`src/rtl/pc_sequencer.sv`:
```
// PC / instruction-fetch stage: fetch over req/ack, hand to decode over valid/ready.
// Optional return stack enabled by defining PC_RETURN_STACK_EN.
module pc_sequencer #(
  parameter int              PC_W     = 8,
  parameter int              INSTR_W  = 8,
  parameter logic [PC_W-1:0] RESET_PC = '0
) (
  input  logic               clk,
  input  logic               rst,
  input  logic               jump_sel,
  input  logic               jump_taken,
  input  logic [PC_W-1:0]    jump_target,
  input  logic               halt,
  output logic               imem_req,
  output logic [PC_W-1:0]    imem_addr,
  input  logic               imem_ack,
  input  logic [INSTR_W-1:0] imem_data,
  output logic [INSTR_W-1:0] instr,
  output logic               instr_valid,
  input  logic               instr_ready,
  output logic [PC_W-1:0]    pc,
  output logic               halted
`ifdef PC_RETURN_STACK_EN
  ,
  input  logic               call,
  input  logic               ret,
  output logic               stack_err
`endif
);

  typedef enum logic [1:0] {
    S_FETCH = 2'd0,
    S_WAIT  = 2'd1,
    S_HOLD  = 2'd2,
    S_HALT  = 2'd3
  } state_t;

  state_t          state;
  logic [PC_W-1:0] pc_inc;

  assign pc_inc    = pc + PC_W'(1);
  assign imem_addr = pc;

`ifdef PC_RETURN_STACK_EN
  logic [PC_W-1:0] stk [4];
  logic [2:0]      depth;
  logic [1:0]      top_idx;

  assign top_idx = depth[1:0] - 2'd1;
`endif

  always_ff @(posedge clk) begin
    if (rst) begin
      state       <= S_FETCH;
      pc          <= RESET_PC;
      instr       <= '0;
      imem_req    <= 1'b0;
      instr_valid <= 1'b0;
      halted      <= 1'b0;
`ifdef PC_RETURN_STACK_EN
      depth       <= '0;
      stack_err   <= 1'b0;
`endif
    end else begin
      unique case (state)
        S_FETCH: begin
          state    <= S_WAIT;
          imem_req <= 1'b1;
        end
        S_WAIT: begin
          if (imem_ack) begin
            instr       <= imem_data;
            state       <= S_HOLD;
            imem_req    <= 1'b0;
            instr_valid <= 1'b1;
          end
        end
        S_HOLD: begin
          if (instr_ready) begin
            instr_valid <= 1'b0;
            state       <= S_FETCH;
            // halt outranks every PC update, including stack ops
            if (halt) begin
              state  <= S_HALT;
              halted <= 1'b1;
            end
`ifdef PC_RETURN_STACK_EN
            else if (call && ret) begin
              stack_err <= 1'b1;
              pc        <= pc_inc;
            end else if (call) begin
              if (depth == 3'd4) begin
                stack_err <= 1'b1;
                pc        <= pc_inc;
              end else begin
                stk[depth[1:0]] <= pc_inc;
                depth           <= depth + 3'd1;
                pc              <= jump_target;
              end
            end else if (ret) begin
              if (depth == 3'd0) begin
                stack_err <= 1'b1;
                pc        <= pc_inc;
              end else begin
                pc    <= stk[top_idx];
                depth <= depth - 3'd1;
              end
            end
`endif
            else if (jump_sel && jump_taken) begin
              pc <= jump_target;
            end else begin
              pc <= pc_inc;
            end
          end
        end
        S_HALT: begin
          state <= S_HALT;
        end
        default: begin
          state <= S_FETCH;
        end
      endcase
    end
  end

endmodule

```
`config.mk`:
```
export PLATFORM = sky130hd
export DESIGN_NAME = pc_sequencer
export DESIGN_NICKNAME = d
export VERILOG_FILES = /design/src/rtl/pc_sequencer.sv
export SDC_FILE = /design/constraint.sdc
export NUM_CORES = 1
export LEC_CHECK = 0
export ABC_AREA = 1
export CAP_MARGIN = 10
export CORE_AREA = 2 2 53 60
export DETAILED_ROUTE_END_ITERATION = 6
export DIE_AREA = 0 0 55 62
export PLACE_DENSITY_LB_ADDON = 0.15
export SYNTH_ARGS = -nofsm -noshare
export SYNTH_HDL_FRONTEND = slang
export SYNTH_SLANG_ARGS = --single-unit
```
`constraint.sdc`:
```
create_clock -name clk -period 1.6 [get_ports clk]
set_clock_uncertainty 0.1 [all_clocks]
set_input_delay 0.16 -clock clk [delete_from_list [all_inputs] [get_ports clk]]
set_output_delay 0.16 -clock clk [all_outputs]
set_load 0.1 [all_outputs]
```
* Word level (Yosys, flattened, before mapping)
Index checks and enable logic that the tools add are counted.
Word-level totals: flip-flop bits (word level) 21, output and inout port bits 27
Cells by class: $add $sub $neg 1, equality and inequality tests 5, multiplexer cells 10, bitwise gates (word level) 1, reduce and logical (&&, ||, !) cells 10
Operator list (count):
- 3-bit AND reduction | 3
- 8-bit by 1-bit adder with 8-bit output, second input constant | 1
- 8-bit two-way mux | 1
- 2-bit case mux with 4 select lines | 1
- 2-bit two-way mux | 3
- 2-bit AND reduction | 3
- 2-bit == test, second input constant | 2
- 2-bit inequality test, second input constant | 2
- 1-bit case mux with 2 select lines | 2
- 2-bit nonzero test | 2
- 1-bit two-way mux | 3
- 2-bit by 1-bit == test with 1-bit output, second input constant | 1
- 2-bit logical NOT | 1
- 1-bit logical AND | 1
- 1-bit NOT | 1

* Logic depth before layout (Yosys ltp)
Gate-level depths: netlist (run 1).
depth in word-level cells 3, depth in mapped cells 8

* Least setup slack after synthesis (run 1)
OpenSTA, ideal clock, no wires.
kind register -> register, start point reg pc[1], in the netlist imem_addr[1], end point reg pc[6], in the netlist imem_addr[6], data arrival time 1889 ps, required time 1368 ps, setup slack -521 ps, cell stages (with the launch flop) 9, path buffers 0, clock period less this slack 2121 ps, path through dfxtp_1 -> ha_1 -> nand2_1 -> nor2_1 -> nand2_1 -> nand2_1 -> nand3_1 -> nand2_1 -> a21oi_1
On the way: word-level cells in the longest chain between the ends 2
RTL lines:
- start: declaration | line 21 | output logic [PC_W-1:0] pc,
- start signal: assignment | line 111 | pc <= jump_target;
- start signal: assignment | line 113 | pc <= pc_inc;
- 8-bit by 1-bit adder with 8-bit output | line 41 | assign pc_inc = pc + PC_W'(1);
- 8-bit two-way mux | line 110 | else if (jump_sel && jump_taken) begin
Every way passes these cells. A chain may end at the register's enable or synchronous reset.

* Worst setup path in the final report (run 1)
start point reg pc[1], in the netlist imem_addr[1], end point reg pc[4], in the netlist imem_addr[4]
Same word-level chain as after synthesis.

==> out/qor.txt, run 1 <==
Worst path slowest cell = dfxtp_4
Cells on worst reg2reg path = 6
Worst hold stages = 3
Drt wl/cell = 11.6 um
Maximum root-to-sink buffer count = 2
Mean Syn Cell Area = 7.01 um^2
Via density = 4.87
Post-route ant nets = 0
Post-CTS setup buffer count = 0
Min-delay worst type = input port to flip-flop
Most frequent CP cell = nor2_1
Clk sinks = 21
# diodes = 0
Clk root buf = clkbuf_4
Post-synthesis sequential area ratio = 0.394
Post-route insts no fill = 232
Crit. End Element = flip-flop
Critical path class = flip-flop to flip-flop
CTS Buf Count = 3
RSZ-0062 raised after global routing = false
Initial antenna violation count = 0
Fin area = 1870 um^2
# hold bufs at CTS = 0
First-pass GRT wire length = 4280 um
GR Overflow Total = 0
Hold_ws = 0.315 ns
Cell Area, Synth = 1070 um^2
#FFs+latches synth = 21
Synth warn = 0
Setup Viol. Count Final = 0
Core area = 2890 um^2
H-tree depth = 1
NumNets Final = 223
Final HPWL from detailed placement = 2170 um
Status = complete, no violations
Number of gates resized after CTS = 0
Starting density of the core = 0.369
Final min period = 1.41 ns
Final Max Tran Viols = 0
Die W = 55 um
Die area = 3410 um^2
Largest net degree at the start of global routing = 15
CP Max Fanout = 5
Setup crit start kind = flip-flop
Largest stage delay on the critical path = 0.42 ns
Drc violations = 0
Critical path cell sequence = ha_1 > nand2_1 > nor2_1 > nor2_1 > a211oi_1 > nor2_1
Switch share = 0.362
Cell Pwr Density = 681 nW/um^2
Number of max-cap violations = 0
Clock power frac = 0.207
Switching power = 0.461 mW
Final Util = 0.648
Final Cycle Share = 0.881
Placement Cell Area = 1840 um^2
Die height = 62 um
Total power = 1.27 mW
Final Hold Fails = 0
Synthesized Nets = 176
Placer congestion estimate = 0.810
Clock network latency to the later pin of the worst-skew pair = 0.30 ns
Dpl cells = 228
Clock slew at reported path FFs = 0.13 ns
Critical Path RT = 1.71 ns
Power share of the combinational group = 0.339
Post-Route WL = 2690 um
Worst vdd ir = 498 uV
Vias in the first global route = 1030
Pint = 0.813 mW
Rel. slew slack = 0.757
Post-Syn Instances = 152
Via count = 1129
Drt pass-1 iters = 4
Lkg Pwr = 0.730 nW
CP arrival = 1.51 ns
Worst slew pin tran = 0.363 ns
Setup TNS Final = 0 ns
Layout cells sized above 1 = 0.268
# IOs = 50
Area growth from synthesis to layout = 75.6%
Highest clock rate = 709 MHz
Pre-CTS setup slack = 0.0835 ns
IO buf count = 49
Rows = 21
TritonCTS clock tree = done
GRT Resource Usage Total = 0.169
Detailed Route Iter0 Violations = 31
Worst setup margin = 0.190 ns
Sequential power share = 0.454
Netlist cell types = 24
[flip-flops by register name, indices dropped and copies added, names as in the netlist]
signal and count:
state 2, imem_req 1, imem_addr 8, halted 1, instr 8, instr_valid 1
[critical path: cells and delay by family (launching register included)]
kind / cells / cell delay [ns]
simple gates: 4 / 0.40
flops: 1 / 0.42
compound gates: 1 / 0.20
fa+ha+maj: 1 / 0.20
[power by group through the flow]
stage | combinational, mW | sequential [mW] | clock [mW]
4_1_cts | 0.434 | 0.579 | 0.277
5_1_grt | 0.454 | 0.581 | 0.297
6_report | 0.432 | 0.578 | 0.264
3_5_place_dp | 0.434 | 0.590 | 0
2_1_floorplan | 0.117 | 0.716 | 0
3_3_place_gp | 0.430 | 0.589 | 0
[cells by family (layout without fill, tap and decap cells)]
logic type               Yosys count  after routing  share of synthesized area
AO/OA/AOI/OAI                     32             32                      0.164
buffers and inverters             26             72                      0.127
adder cells (fa/ha/maj)            1              1                     0.0117
AND/OR/NAND/NOR                   72             72                      0.303
flip-flops                        21             21                      0.394
[Yosys cell counts (all sizes together)]
cell type / instances / area (um^2)
clkbuf: 2 / 7.51
nand3: 16 / 92.6
nor2: 18 / 85.1
nand2: 38 / 145
a31oi: 1 / 6.26
inv: 11 / 41.3
dfxtp: 21 / 420
ha: 1 / 12.5
o31ai: 1 / 7.51
clkinv: 3 / 16.3
a21oi: 18 / 90.1
buf: 10 / 70.1
o211a: 1 / 10.0
a211oi: 1 / 7.51
o21ai: 10 / 53.8
[cells in the final DEF, fill, tap and decap left out, drive strengths merged, types with 3 or more instances in the layout]
master and count:
clkinv 4, nor2 18, clkbuf 3, a21oi 18
o21ai 10, buf 32, nand2 38, inv 11
dfxtp 21, clkdlybuf4s50 22, nand3 16
[layout make-up]
| class | instances | area, um^2 |
|---|---|---|
| clock buffer | 3 | 22.5 |
| clock inverter | 1 | 5.00 |
| fill | 254 | 1020 |
| inverter | 14 | 57.6 |
| multi-input combinational | 105 | 510 |
| sequential | 21 | 435 |
| tap | 34 | 42.5 |
| timing repair buffer | 54 | 798 |
[worst paths after layout]
check                                  start           end  slack, ns
worst max-delay path            imem_addr[1]  imem_addr[4]       0.19
worst min-delay path            imem_data[3]      instr[3]       0.31
worst max register to register  imem_addr[1]  imem_addr[4]       0.19
worst min register to register   instr_valid   instr_valid       0.41
[metal layers]
metal	global-route usage	wire, um
met5	0	0
met4	0.0662	42
met3	0.0455	206
met2	0.296	1400
met1	0.193	1050
Power figures use the tool's default switching activity.
==> run 2: changes to the inputs <==
--- a/constraint.sdc
+++ b/constraint.sdc
@@ -3,3 +3,3 @@
 set_input_delay 0.16 -clock clk [delete_from_list [all_inputs] [get_ports clk]]
 set_output_delay 0.16 -clock clk [all_outputs]
-set_load 0.1 [all_outputs]
+set_load 0.01 [all_outputs]
==> run 2 against run 1 <==
Sequential cell count unchanged. Via count shrank 2.3%. Core utilization decreased by 9.2 points. Highest routed layer is now met3. Sequential power fell by 2%. Cell count rose by 0.43%. Critical path depth shrank 5. Non-clock buffer count is 1 higher. Maximum frequency shrank 6.9%. Critical path type is now flip-flop to output pin. Clock-buffer cell count rose by 1. Combinational power down 47%.
==> out/qor.txt, run 2 (synthesis results as in run 1) <==
Highest clock rate = 660 MHz
Buffers & Inverters on Critical Path = 1
Die W = 55 um
Post-Route WL = 2600 um
Dpl cells = 229
Largest stage delay on the critical path = 0.56 ns
Power share of the combinational group = 0.217
Worst slew pin tran = 0.379 ns
Drt pass-1 iters = 4
Cell Pwr Density = 662 nW/um^2
Vias in the first global route = 1047
Initial antenna violation count = 0
Die area = 3410 um^2
Critical Path RT = 1.34 ns
Number of gates resized after CTS = 0
Pint = 0.772 mW
Worst path slowest cell = clkdlybuf4s50_1
IO buf count = 49
Drt wl/cell = 11.2 um
Drc violations = 0
Clock slew at reported path FFs = 0.13 ns
Clock power frac = 0.249
Final Cycle Share = 0.947
GRT Resource Usage Total = 0.165
Placement Cell Area = 1570 um^2
# IOs = 50
Fill cells = 302
Min-delay worst type = input port to flip-flop
Setup crit start kind = flip-flop
Clk sinks = 21
CTS Buf Count = 3
Footprint of the multi-input gates = 510 um^2
Detailed Route Iter0 Violations = 6
Worst vdd ir = 385 uV
Setup Viol. Count Final = 0
Maximum root-to-sink buffer count = 2
First-pass GRT wire length = 4180 um
Sequential power share = 0.534
Commonest cells after routing, fill and taps aside = clkdlybuf4s50_1 (47), nand2_1 (37), a21oi_1 (18)
TritonCTS clock tree = done
Post-CTS setup buffer count = 0
Fin area = 1610 um^2
Post-route insts no fill = 233
Lkg Pwr = 0.637 nW
RSZ-0062 raised after global routing = false
Number of max-cap violations = 0
Final HPWL from detailed placement = 2030 um
Via density = 4.73
Area growth from synthesis to layout = 50.6%
H-tree depth = 1
Layout cells sized above 1 = 0.121
Final Max Tran Viols = 0
GR Overflow Total = 0
# diodes = 0
Crit. End Element = output pin
Critical path class = flip-flop to output pin
Largest net degree at the start of global routing = 15
Starting density of the core = 0.369
Status = complete, no violations
Placer congestion estimate = 0.793
Critical path cell sequence = clkdlybuf4s50_1
Setup TNS Final = 0 ns
Post-route ant nets = 0
Core area = 2890 um^2
Final Hold Fails = 0
# hold bufs at CTS = 0
Rel. slew slack = 0.746
Most common cell after layout, fill and taps aside = clkdlybuf4s50_1
Clk root buf = clkbuf_4
Cell family with most CP delay = buffers and inverters
Switching power = 0.291 mW
Rows = 21
Clock network latency to the later pin of the worst-skew pair = 0.31 ns
Final Util = 0.555
Final min period = 1.51 ns
NumNets Final = 224
Switch share = 0.274
Die height = 62 um
CP Max Fanout = 5
Reg area = 428 um^2
CP arrival = 1.25 ns
Via count = 1103
## run 2: power groups by stage
stage | clock, mW | sequential [mW] | combinational, mW
after floorplan | 0 | 0.586 | 0.0944
after global placement | 0 | 0.577 | 0.230
after detailed placement | 0 | 0.578 | 0.233
after CTS | 0.271 | 0.568 | 0.234
after global routing | 0.291 | 0.571 | 0.254
final | 0.265 | 0.568 | 0.231
## run 2: layer usage
metal	up-vias	routed length, um	track usage
met1	490	1130	0.193
met2	31	1260	0.289
met5	-	0	0
met4	0	0	0.0523
met3	0	209	0.0455
li1	582	-	-
## run 2: per-stage QoR
step	power [mW]	hold slack [ns]	setup slack, ns
floorplan	0.681	0.129	0.271
global placement	0.807	0.349	0.124
detailed placement	0.811	0.355	0.102
CTS	1.07	0.309	0.00178
global route	1.12	0.317	0.0160
finish	1.06	0.316	0.0851
## run 2: worst paths after layout
kind                                   start           end  slack, ns  depth (start not counted)
worst max-delay path            imem_addr[7]  imem_addr[7]       0.09                          1
worst min register to register      instr[3]      instr[3]       0.37                          2
worst max register to register      state[1]  imem_addr[3]       0.21                          7
worst min-delay path            imem_data[5]      instr[5]       0.32                          3
## run 2: area by class of cell
type / count / share of cell area
Timing Repair Buffer: 55 / 0.337
Multi-Input combinational cell: 105 / 0.318
Tap cell: 34 / 0.0265
Clock buffer: 4 / 0.0164
Sequential cell: 21 / 0.267
Inverter: 14 / 0.0359
